==> src/rtl/cpu_types_pkg.sv <==
// Shared CPU memory-system types: word type, RAM handshake state,
// arbiter state encoding and the arbiter's RAM request payload.
package cpu_types_pkg;

   localparam int unsigned WORD_W           = 32;
   localparam int unsigned BLOCK_WORDS_DEF  = 2;
   localparam int unsigned STARVE_LIMIT_DEF = 4;

   typedef logic [WORD_W-1:0] word_t;

   typedef enum logic [1:0] {
      FREE   = 2'd0,
      BUSY   = 2'd1,
      ACCESS = 2'd2,
      ERROR  = 2'd3
   } ramstate_t;

   typedef enum logic [1:0] {
      ARB_IDLE   = 2'd0,
      ARB_DGRANT = 2'd1,
      ARB_IGRANT = 2'd2
   } arb_state_t;

   // Request presented to the RAM port by whichever cache owns it.
   typedef struct packed {
      logic  ren;
      logic  wen;
      word_t addr;
      word_t store;
   } ram_req_t;

endpackage

==> src/rtl/cache_mem_arbiter_if.sv <==
// Cache/RAM signal bundle seen by the memory arbiter.
//   slave  : arbiter side (takes cache requests and RAM status, drives RAM)
//   master : environment side (caches + RAM model)
interface cache_mem_arbiter_if;
   import cpu_types_pkg::*;

   logic      iREN;
   word_t     iaddr;
   logic      iwait;
   word_t     iload;
   logic      dREN;
   logic      dWEN;
   word_t     daddr;
   word_t     dstore;
   logic      dwait;
   word_t     dload;
   logic      ramREN;
   logic      ramWEN;
   word_t     ramaddr;
   word_t     ramstore;
   word_t     ramload;
   ramstate_t ramstate;

   modport slave (
      input  iREN, iaddr, dREN, dWEN, daddr, dstore, ramload, ramstate,
      output iwait, iload, dwait, dload, ramREN, ramWEN, ramaddr, ramstore
   );

   modport master (
      output iREN, iaddr, dREN, dWEN, daddr, dstore, ramload, ramstate,
      input  iwait, iload, dwait, dload, ramREN, ramWEN, ramaddr, ramstore
   );

endinterface

==> src/rtl/arb_starve_ctr.sv <==
// Saturating starvation counter. Ports: CLK, nRST (async active-low),
// inc (count up, holds at LIMIT), clr (priority clear), sat (registered,
// high while the count equals LIMIT).
module arb_starve_ctr
   import cpu_types_pkg::*;
#(
   parameter int unsigned LIMIT = STARVE_LIMIT_DEF
) (
   input  logic CLK,
   input  logic nRST,
   input  logic inc,
   input  logic clr,
   output logic sat
);

   localparam int unsigned W = $clog2(LIMIT + 1);

   logic [W-1:0] cnt;
   logic [W-1:0] cnt_nxt;

   // Next count: clear wins over increment, increment holds at LIMIT.
   always_comb begin
      cnt_nxt = cnt;
      if (clr)
         cnt_nxt = '0;
      else if (inc && (cnt != W'(LIMIT)))
         cnt_nxt = cnt + W'(1);
   end

   always_ff @(posedge CLK or negedge nRST) begin
      if (!nRST) begin
         cnt <= '0;
         sat <= 1'b0;
      end else begin
         cnt <= cnt_nxt;
         sat <= (cnt_nxt == W'(LIMIT));
      end
   end

endmodule

==> src/rtl/cache_mem_arbiter.sv <==
// Shares one RAM port between icache and dcache. dcache has priority and
// keeps the port for a whole BLOCK_WORDS burst; after STARVE_LIMIT
// consecutive dcache bursts with iREN pending the icache is forced a grant.
// Arbitration is combinational from ARB_IDLE, so the RAM sees a request in
// the same cycle it is raised.
// Ports: CLK, nRST (async active-low), cif (cache_mem_arbiter_if.slave).
// Optional macro ARB_PERF_EN adds dgrant_cnt (completed dcache words) and
// ifetch_stall_cnt (cycles with iREN && iwait).
module cache_mem_arbiter
   import cpu_types_pkg::*;
#(
   parameter int unsigned BLOCK_WORDS  = BLOCK_WORDS_DEF,
   parameter int unsigned STARVE_LIMIT = STARVE_LIMIT_DEF
) (
   input  logic                CLK,
   input  logic                nRST,
   cache_mem_arbiter_if.slave  cif
`ifdef ARB_PERF_EN
   ,
   output word_t               dgrant_cnt,
   output word_t               ifetch_stall_cnt
`endif
);

   localparam int unsigned WCNT_W = (BLOCK_WORDS > 1) ? $clog2(BLOCK_WORDS) : 1;

   arb_state_t        state;
   arb_state_t        state_nxt;
   logic [WCNT_W-1:0] wcnt;
   logic [WCNT_W-1:0] wcnt_nxt;
   logic              dreq;
   logic              acc;
   logic              dsel;
   logic              isel;
   logic              starve_sat;
   logic              starve_inc;
   logic              starve_clr;
   logic              iwait_c;
   ram_req_t          req;

   assign dreq = cif.dREN | cif.dWEN;
   assign acc  = (cif.ramstate == ACCESS);

   // Who owns the port this cycle; gated by nRST so enables drop with reset.
   always_comb begin
      dsel = 1'b0;
      isel = 1'b0;
      if (nRST) begin
         case (state)
            ARB_IDLE: begin
               if (dreq && !(cif.iREN && starve_sat))
                  dsel = 1'b1;
               else if (cif.iREN)
                  isel = 1'b1;
            end
            ARB_DGRANT: dsel = 1'b1;
            ARB_IGRANT: isel = 1'b1;
            default: ;
         endcase
      end
   end

   // RAM request and cache handshakes for the current owner.
   always_comb begin
      req = '{ren: 1'b0, wen: 1'b0, addr: cif.daddr, store: cif.dstore};
      if (dsel) begin
         req.ren = cif.dREN;
         req.wen = cif.dWEN;
      end else if (isel) begin
         req.ren  = 1'b1;
         req.addr = cif.iaddr;
      end
   end

   assign iwait_c      = !(isel && acc);
   assign cif.iwait    = iwait_c;
   assign cif.dwait    = !(dsel && dreq && acc);
   assign cif.iload    = cif.ramload;
   assign cif.dload    = cif.ramload;
   assign cif.ramREN   = req.ren;
   assign cif.ramWEN   = req.wen;
   assign cif.ramaddr  = req.addr;
   assign cif.ramstore = req.store;

   // Next state, burst word count and starvation bookkeeping.
   always_comb begin
      state_nxt  = ARB_IDLE;
      wcnt_nxt   = wcnt;
      starve_inc = 1'b0;
      starve_clr = 1'b0;
      if (dsel) begin
         if (!dreq) begin
            // dcache withdrew mid-burst: abandon it without touching starve.
            wcnt_nxt = '0;
         end else if (acc) begin
            if (wcnt == WCNT_W'(BLOCK_WORDS - 1)) begin
               wcnt_nxt   = '0;
               starve_inc = cif.iREN;
               starve_clr = !cif.iREN;
            end else begin
               wcnt_nxt  = wcnt + WCNT_W'(1);
               state_nxt = ARB_DGRANT;
            end
         end else begin
            state_nxt = ARB_DGRANT;
         end
      end else if (isel) begin
         if (acc)
            starve_clr = 1'b1;
         else if (cif.iREN)
            state_nxt = ARB_IGRANT;
      end
   end

   always_ff @(posedge CLK or negedge nRST) begin
      if (!nRST) begin
         state <= ARB_IDLE;
         wcnt  <= '0;
      end else begin
         state <= state_nxt;
         wcnt  <= wcnt_nxt;
      end
   end

   arb_starve_ctr #(
      .LIMIT (STARVE_LIMIT)
   ) u_starve (
      .CLK  (CLK),
      .nRST (nRST),
      .inc  (starve_inc),
      .clr  (starve_clr),
      .sat  (starve_sat)
   );

`ifdef ARB_PERF_EN
   // Free-running performance counters, wrap at 2^32.
   always_ff @(posedge CLK or negedge nRST) begin
      if (!nRST) begin
         dgrant_cnt       <= '0;
         ifetch_stall_cnt <= '0;
      end else begin
         if (dsel && dreq && acc)
            dgrant_cnt <= dgrant_cnt + 32'd1;
         if (cif.iREN && iwait_c)
            ifetch_stall_cnt <= ifetch_stall_cnt + 32'd1;
      end
   end
`endif

endmodule

==> src/flat_wrapper.sv <==
// flat-port wrapper written by rule: the top's interface ports become plain ports
module cache_mem_arbiter_flat import cpu_types_pkg::*;
#(
   parameter int unsigned BLOCK_WORDS  = BLOCK_WORDS_DEF,
   parameter int unsigned STARVE_LIMIT = STARVE_LIMIT_DEF
)
  (CLK, nRST, cif_iREN, cif_iaddr, cif_dREN, cif_dWEN, cif_daddr, cif_dstore, cif_ramload, cif_ramstate, cif_iwait, cif_iload, cif_dwait, cif_dload, cif_ramREN, cif_ramWEN, cif_ramaddr, cif_ramstore);
  cache_mem_arbiter_if cif_i ();
  input  logic CLK;
  input  logic nRST;
  input wire logic [$bits(cif_i.iREN)-1:0] cif_iREN;
  input wire logic [$bits(cif_i.iaddr)-1:0] cif_iaddr;
  input wire logic [$bits(cif_i.dREN)-1:0] cif_dREN;
  input wire logic [$bits(cif_i.dWEN)-1:0] cif_dWEN;
  input wire logic [$bits(cif_i.daddr)-1:0] cif_daddr;
  input wire logic [$bits(cif_i.dstore)-1:0] cif_dstore;
  input wire logic [$bits(cif_i.ramload)-1:0] cif_ramload;
  input wire logic [$bits(cif_i.ramstate)-1:0] cif_ramstate;
  output wire logic [$bits(cif_i.iwait)-1:0] cif_iwait;
  output wire logic [$bits(cif_i.iload)-1:0] cif_iload;
  output wire logic [$bits(cif_i.dwait)-1:0] cif_dwait;
  output wire logic [$bits(cif_i.dload)-1:0] cif_dload;
  output wire logic [$bits(cif_i.ramREN)-1:0] cif_ramREN;
  output wire logic [$bits(cif_i.ramWEN)-1:0] cif_ramWEN;
  output wire logic [$bits(cif_i.ramaddr)-1:0] cif_ramaddr;
  output wire logic [$bits(cif_i.ramstore)-1:0] cif_ramstore;
  assign cif_i.iREN = cif_iREN;
  assign cif_i.iaddr = cif_iaddr;
  assign cif_i.dREN = cif_dREN;
  assign cif_i.dWEN = cif_dWEN;
  assign cif_i.daddr = cif_daddr;
  assign cif_i.dstore = cif_dstore;
  assign cif_i.ramload = cif_ramload;
  assign cif_i.ramstate = cif_ramstate;
  assign cif_iwait = cif_i.iwait;
  assign cif_iload = cif_i.iload;
  assign cif_dwait = cif_i.dwait;
  assign cif_dload = cif_i.dload;
  assign cif_ramREN = cif_i.ramREN;
  assign cif_ramWEN = cif_i.ramWEN;
  assign cif_ramaddr = cif_i.ramaddr;
  assign cif_ramstore = cif_i.ramstore;
  cache_mem_arbiter #(.BLOCK_WORDS(BLOCK_WORDS), .STARVE_LIMIT(STARVE_LIMIT)) u_core (.CLK(CLK), .nRST(nRST), .cif(cif_i));
endmodule
==> config.mk <==
export PLATFORM = sky130hd
export DESIGN_NAME = cache_mem_arbiter_flat
export DESIGN_NICKNAME = d
export VERILOG_FILES = /design/src/rtl/cpu_types_pkg.sv /design/src/rtl/cache_mem_arbiter_if.sv /design/src/rtl/arb_starve_ctr.sv /design/src/rtl/cache_mem_arbiter.sv /design/src/flat_wrapper.sv
export SDC_FILE = /design/constraint.sdc
export NUM_CORES = 1
export LEC_CHECK = 0
export CAP_MARGIN = 20
export CELL_PAD_IN_SITES_DETAIL_PLACEMENT = 0
export CELL_PAD_IN_SITES_GLOBAL_PLACEMENT = 1
export CORE_UTILIZATION = 14
export CTS_CLUSTER_DIAMETER = 80
export DETAILED_ROUTE_END_ITERATION = 10
export GPL_TIMING_DRIVEN = 0
export PLACE_DENSITY_LB_ADDON = 0.1
export SYNTH_ARGS = -nofsm -noshare
export SYNTH_HDL_FRONTEND = slang
export SYNTH_SLANG_ARGS = --single-unit
==> constraint.sdc <==
create_clock -name CLK -period 4.5 [get_ports CLK]
set_clock_uncertainty 0.2 [all_clocks]
set_input_delay 0.9 -clock CLK [delete_from_list [all_inputs] [get_ports CLK]]
set_output_delay 0.9 -clock CLK [all_outputs]
set_load 0.005 [all_outputs]
# ---- Word level (Yosys, flattened, before mapping)
# Cells that the tools add are included.
dict set report word_totals {
  regBits 7
  elab_cells 59
}
dict set report op_classes {
  add_sub_neg 2
  n_eq_ne 6
  mux 34
  n_bitwise 1
  reduce_logical 12
}
# cell n
set op_table {}
lappend op_table {{$mux W32} 2}
lappend op_table {{$mux W1} 23}
lappend op_table {{$mux W2} 5}
lappend op_table {{$logic_and A1 B1 Y1} 6}
lappend op_table {{$mux W3} 2}
lappend op_table {{$eq A2 B2 Y1 const B} 2}
lappend op_table {{$logic_not A1 Y1} 4}
lappend op_table {{$pmux W1 S2} 2}
lappend op_table {{$add A3 B1 Y3 const B} 1}
lappend op_table {{$eq A3 B3 Y1 const B} 1}
lappend op_table {{$ne A3 B3 Y1 const B} 1}
lappend op_table {{$eq A2 B1 Y1 const B} 1}
lappend op_table {{$logic_not A2 Y1} 1}
lappend op_table {{$ne A2 B2 Y1 const B} 1}
lappend op_table {{$reduce_and A2 Y1} 1}
lappend op_table {{$add A1 B1 Y1 const B} 1}
lappend op_table {{$or A1 B1 Y1} 1}

# ---- Logic depth before layout (Yosys ltp)
dict set report logic_depth {
  word_depth 11
  ltp_mapped 6
}

# ---- Cells and area by module
# Synthesis repeated with hierarchy kept, for this count alone.
dict set report unflattened {
  cells_unflattened 182
  area_unflattened_um2 1635.3
}
# module n_inst cells_per_inst area_each_um2
set modules_own_cells {}
lappend modules_own_cells {cache_mem_arbiter 1 163 1415.1}
lappend modules_own_cells {arb_starve_ctr 1 19 220.2}

# ---- Least setup slack after synthesis
# No wires, ideal clock.
dict set report synth_path {
  path_type {input to output}
  start {in cif_dREN}
  end {out cif_ramaddr[10]}
  arrival_time_ns 2.365
  required_time_ns 3.400
  path_slack_ns 1.035
  path_stages 5
  cell_sequence {or2_1 -> buf_2 -> a2111oi_4 -> buf_6 -> mux2_2}
}
dict set report synth_via {
  elab_chain_cells 7
  elab_cells_between_ends 10
}
# item line_no
set synth_lines {}
lappend synth_lines {{start: declaration} flat_wrapper.sv:13} ;# input wire logic [$bits(cif_i.dREN)-1:0] cif_dREN;
lappend synth_lines {{$or A1 B1 Y1 *} cache_mem_arbiter.sv:41} ;# assign dreq = cif.dREN | cif.dWEN;
lappend synth_lines {{$logic_and A1 B1 Y1 *} cache_mem_arbiter.sv:51} ;# if (dreq && !(cif.iREN && starve_sat))
lappend synth_lines {{$mux W1} cache_mem_arbiter.sv:51}
lappend synth_lines {{$pmux W1 S2} cache_mem_arbiter.sv:49} ;# case (state)
lappend synth_lines {{$mux W1} cache_mem_arbiter.sv:48} ;# if (nRST) begin
lappend synth_lines {{$mux W32} cache_mem_arbiter.sv:69} ;# end else if (isel) begin
lappend synth_lines {{$mux W32 *} cache_mem_arbiter.sv:66} ;# if (dsel) begin
lappend synth_lines {{end: declaration} flat_wrapper.sv:25} ;# output wire logic [$bits(cif_i.ramaddr)-1:0] cif_ramaddr;
# Every way passes the cells marked *; elsewhere a longest branch is shown, timed or not.

# ---- Worst setup path after layout
dict set report layout_path {
  start {in cif_dREN}
  end {out cif_ramaddr[7]}
}
# Same word-level chain as after synthesis.

==> flow_metrics.py <==
metrics = {
    "run_status": {
        "status": "finished, final reports clean",
    },
    "logic_synthesis": {
        "synth_edf_count": 0,
        "synth_cells": 188,
        "async_flop_share_pct": 100,
        "synth_common_cells": "buf_4, mux2_2, dfrtp_1",
        "synth_top_area_cell": "buf_4",
        "ys_seq_elements": 7,
        "ys_types": 30,
        "synth.most_common_cell": "buf_4",
        "synth-simple-area-share_pct": 6.85,
        "synth_seq_area_share_pct": 10.9,
        "yosys.area.top_type_share_pct": 44.8,
        "synth_compound_area_share_pct": 8.87,
        "synth_area_per_cell_um2": 8.55,
        "ys.flop_type": "dfrtp_1",
        "synth_fa_ha_area_share_pct": 1.56,
        "ys_warn_count": 0,
        "syn-num-nets": 325,
        "synth_top_cells_by_area": "buf_4, mux2_2, dfrtp_1, buf_6, a21oi_1",
        "netlist_area_um2": 1610,
        "synthMuxAreaShare_pct": 22.4,
        "synth_top_family_by_area": "buffers and inverters",
        "synth_xor_xnor_area_share_pct": 0.545,
    },
    "global_routing": {
        "grt_pass1_vias": 1855,
        "antenna_found_initial": 0,
        "grt_overflow": 0,
        "grt.total_usage_pct": 9.00,
        "grt_pass1_wl_um": 8380,
        "grt_max_degree": 11,
    },
    "power_and_ir_drop": {
        "p_int_uw": 427,
        "fin_total_pwr_uw": 552,
        "power.density_nw_per_um2": 142,
        "ir_drop_uv": 85.1,
        "switching_power_uw": 125,
        "clock_power_share_pct": 28.0,
        "switching_share_pct": 22.6,
        "leakagePower_uw": 0.00164,
        "seq_power_share_pct": 14.5,
        "comb_power_share_pct": 57.5,
    },
    "critical_path": {
        "max_stage_delay_ns": 0.46,
        "cp_max_fo": 10,
        "rr_endpoint": "u_core.u_starve.cnt[2]",
        "cp.required_ns": 3.40,
        "crit_arrival_ns": 3.19,
        "crit_top_cell": "clkdlybuf4s50_1",
        "path_class": "in -> out",
        "crit_buf_inv": 5,
        "cp_cell_sequence": "clkdlybuf4s50_1, or2_1, buf_2, a2111oi_4, buf_4, buf_6, mux2_2, clkdlybuf4s50_1",
        "cp-start-kind": "primary input",
        "crit_path_top_delay_cell": "clkdlybuf4s50_1",
        "critPathCaptureType": "output pin",
        "reg2regPathDepth": 6,
        "timing.rr.start": "u_core.u_starve.cnt[0]",
        "critPathTopFamily": "buffers and inverters",
        "rrSetupSlack_ns": 2.67,
    },
    "sta": {
        "finalCritPeriodShare_pct": 95.4,
        "finalMaxSlewViolations": 0,
        "holdWs_ns": 0.348,
        "rsz0062_at_grt": "false",
        "period_needed_ns": 4.29,
        "final-hold-violation-count": 0,
        "relSlewSlack_pct": 69.1,
        "fmax_mhz": 233,
        "worst_slew_pin_slew_ns": 0.461,
        "setup_violations": 0,
    },
    "run": {
        "cap_violations": 0,
    },
    "route": {
        "drtAntennaViolNets": 0,
        "wl_per_cell_um": 11.5,
        "drc": 0,
        "wirelength_um": 6160,
        "firstDrtPassIters": 2,
        "routed-via-count": 1962,
        "drt_iter0_drc": 21,
        "vias_per_cell": 3.66,
    },
    "cts": {
        "cts-hold-fix-buffers": 0,
        "clock_latency_ns": 0.24,
        "cts_max_level": 1,
        "cts_resized": 0,
        "cts.sinks": 7,
        "clk_pin_slew_ns": 0.03,
        "cts_root_buffer": "clkbuf_16",
        "cts.path.max_buffers": 2,
        "numCtsBuffers": 3,
        "cts_tree": "built",
        "post-cts-setup-buffers": 2,
    },
    "min_path": {
        "hold_class": "reg -> reg",
        "hp-start": "u_core.wcnt",
        "min_to": "u_core.state[0]",
        "hold_path_depth": 1,
    },
    "layout": {
        "n_fill_cell": 1145,
        "fin_cells": 536,
        "area_delta_synth_final_pct": 142,
        "diodes": 0,
        "final_nets": 534,
        "post-route-util_pct": 35.3,
        "final_cell_area_um2": 3900,
        "layout-drive-gt1-share_pct": 34.3,
    },
    "floorplan": {
        "ios": 267,
        "num_rows": 38,
        "dieArea_um2": 11900,
        "die_w_um": 109,
        "die_height_um": 109,
        "coreArea_um2": 11000,
        "start_util_pct": 14.6,
    },
    "placed_design": {
        "gp_congestion": 0.759,
        "place_area_um2": 3800,
        "hpwl_um": 5400,
        "numPortBuffers": 202,
        "placedCellCount": 530,
    },
}
final cells by class:
cell class	count	area [um2]	share of cell area, %
repair buffers	204	2040	52.2
plain buffers	101	763	19.6
multi-input cells	74	647	16.6
flip-flops and latches	7	175	4.49
well taps	140	175	4.49
clock buffers	4	78.8	2.02
inverters	6	22.5	0.578
through the flow:
| stage | setup TNS, ns | setup slack (ns) |
|---|---|---|
| global route | 0 | 0.0540 |
| finish | 0 | 0.209 |
| floorplan | 0 | 1.03 |
| CTS | 0 | 0.190 |
| global placement | -5.61 | -0.234 |
| detailed placement | -6.84 | -0.256 |
layout by cell type (no fill, tap or decap), types with 2 or more instances in the layout:
cell	synthesis	final
buf_6	3	3
buf_4	96	98
ha_1	2	2
dfrtp_1	7	7
mux2_1	2	2
clkbuf_1	1	2
nor2_1	4	4
clkdlybuf4s50_1	0	202
o21ai_0	4	4
nand4_1	2	2
inv_1	6	6
a21oi_1	6	6
nand2_1	5	5
mux2_2	30	30
nand3_1	2	2
nor2b_1	2	2
clkbuf_16	0	3
o31ai_1	2	2
state kept, by name, indices dropped and copies added, names as in the netlist:
signal,flops
u_core.u_starve.cnt,3
u_core.u_starve.sat,1
u_core.wcnt,1
u_core.state,2
layer usage:
metal	share of wire (%)	routed length (um)	track usage [%]
met5	0	0	0
met4	2.0	124	4.63
met3	13	800	1.43
met2	52	3210	17.7
met1	33	2030	8.90
cell families (layout without fill, tap and decap cells):
kind of cell               Yosys count  count (layout)
buffers and inverters              107             315
muxes                               32              32
and+or+nand+nor                     20              20
AOI/OAI and AO/OA                   19              19
DFF                                  7               7
adders and majority gates            2               2
xor gates and xnor gates             1               1
how the worst max path moves through the flow:
stage / start / endpoint / slack, ns / cells past startpoint
global route: nRST / cif_ramaddr[3] / 0.05 / 7
floorplan: cif_dREN / cif_ramaddr[10] / 1.03 / 5
finish: cif_dREN / cif_ramaddr[7] / 0.21 / 8
detailed placement: nRST / cif_ramaddr[21] / -0.26 / 6
global placement: nRST / cif_ramaddr[21] / -0.23 / 6
CTS: cif_dREN / cif_ramaddr[0] / 0.19 / 8
power by group through the flow:
stage | Clock (uW) | Sequential, uW | Combinational (uW)
6_report | 155 | 79.9 | 317
4_1_cts | 158 | 79.7 | 321
2_1_floorplan | 0 | 77.9 | 122
5_1_grt | 160 | 80.8 | 344
3_3_place_gp | 0 | 80.3 | 320
3_5_place_dp | 0 | 80.4 | 320
worst reg2reg max path, delay by kind of cell, from the launching register on:
| kind | cells | cell delay, ns |
|---|---|---|
| buffers and inverters | 1 | 0.09 |
| DFF | 1 | 0.39 |
| adders and majority gates | 1 | 0.19 |
| and+or+nand+nor | 3 | 0.71 |
| AOI/OAI and AO/OA | 1 | 0.15 |
(Power assumes the default switching activity.)
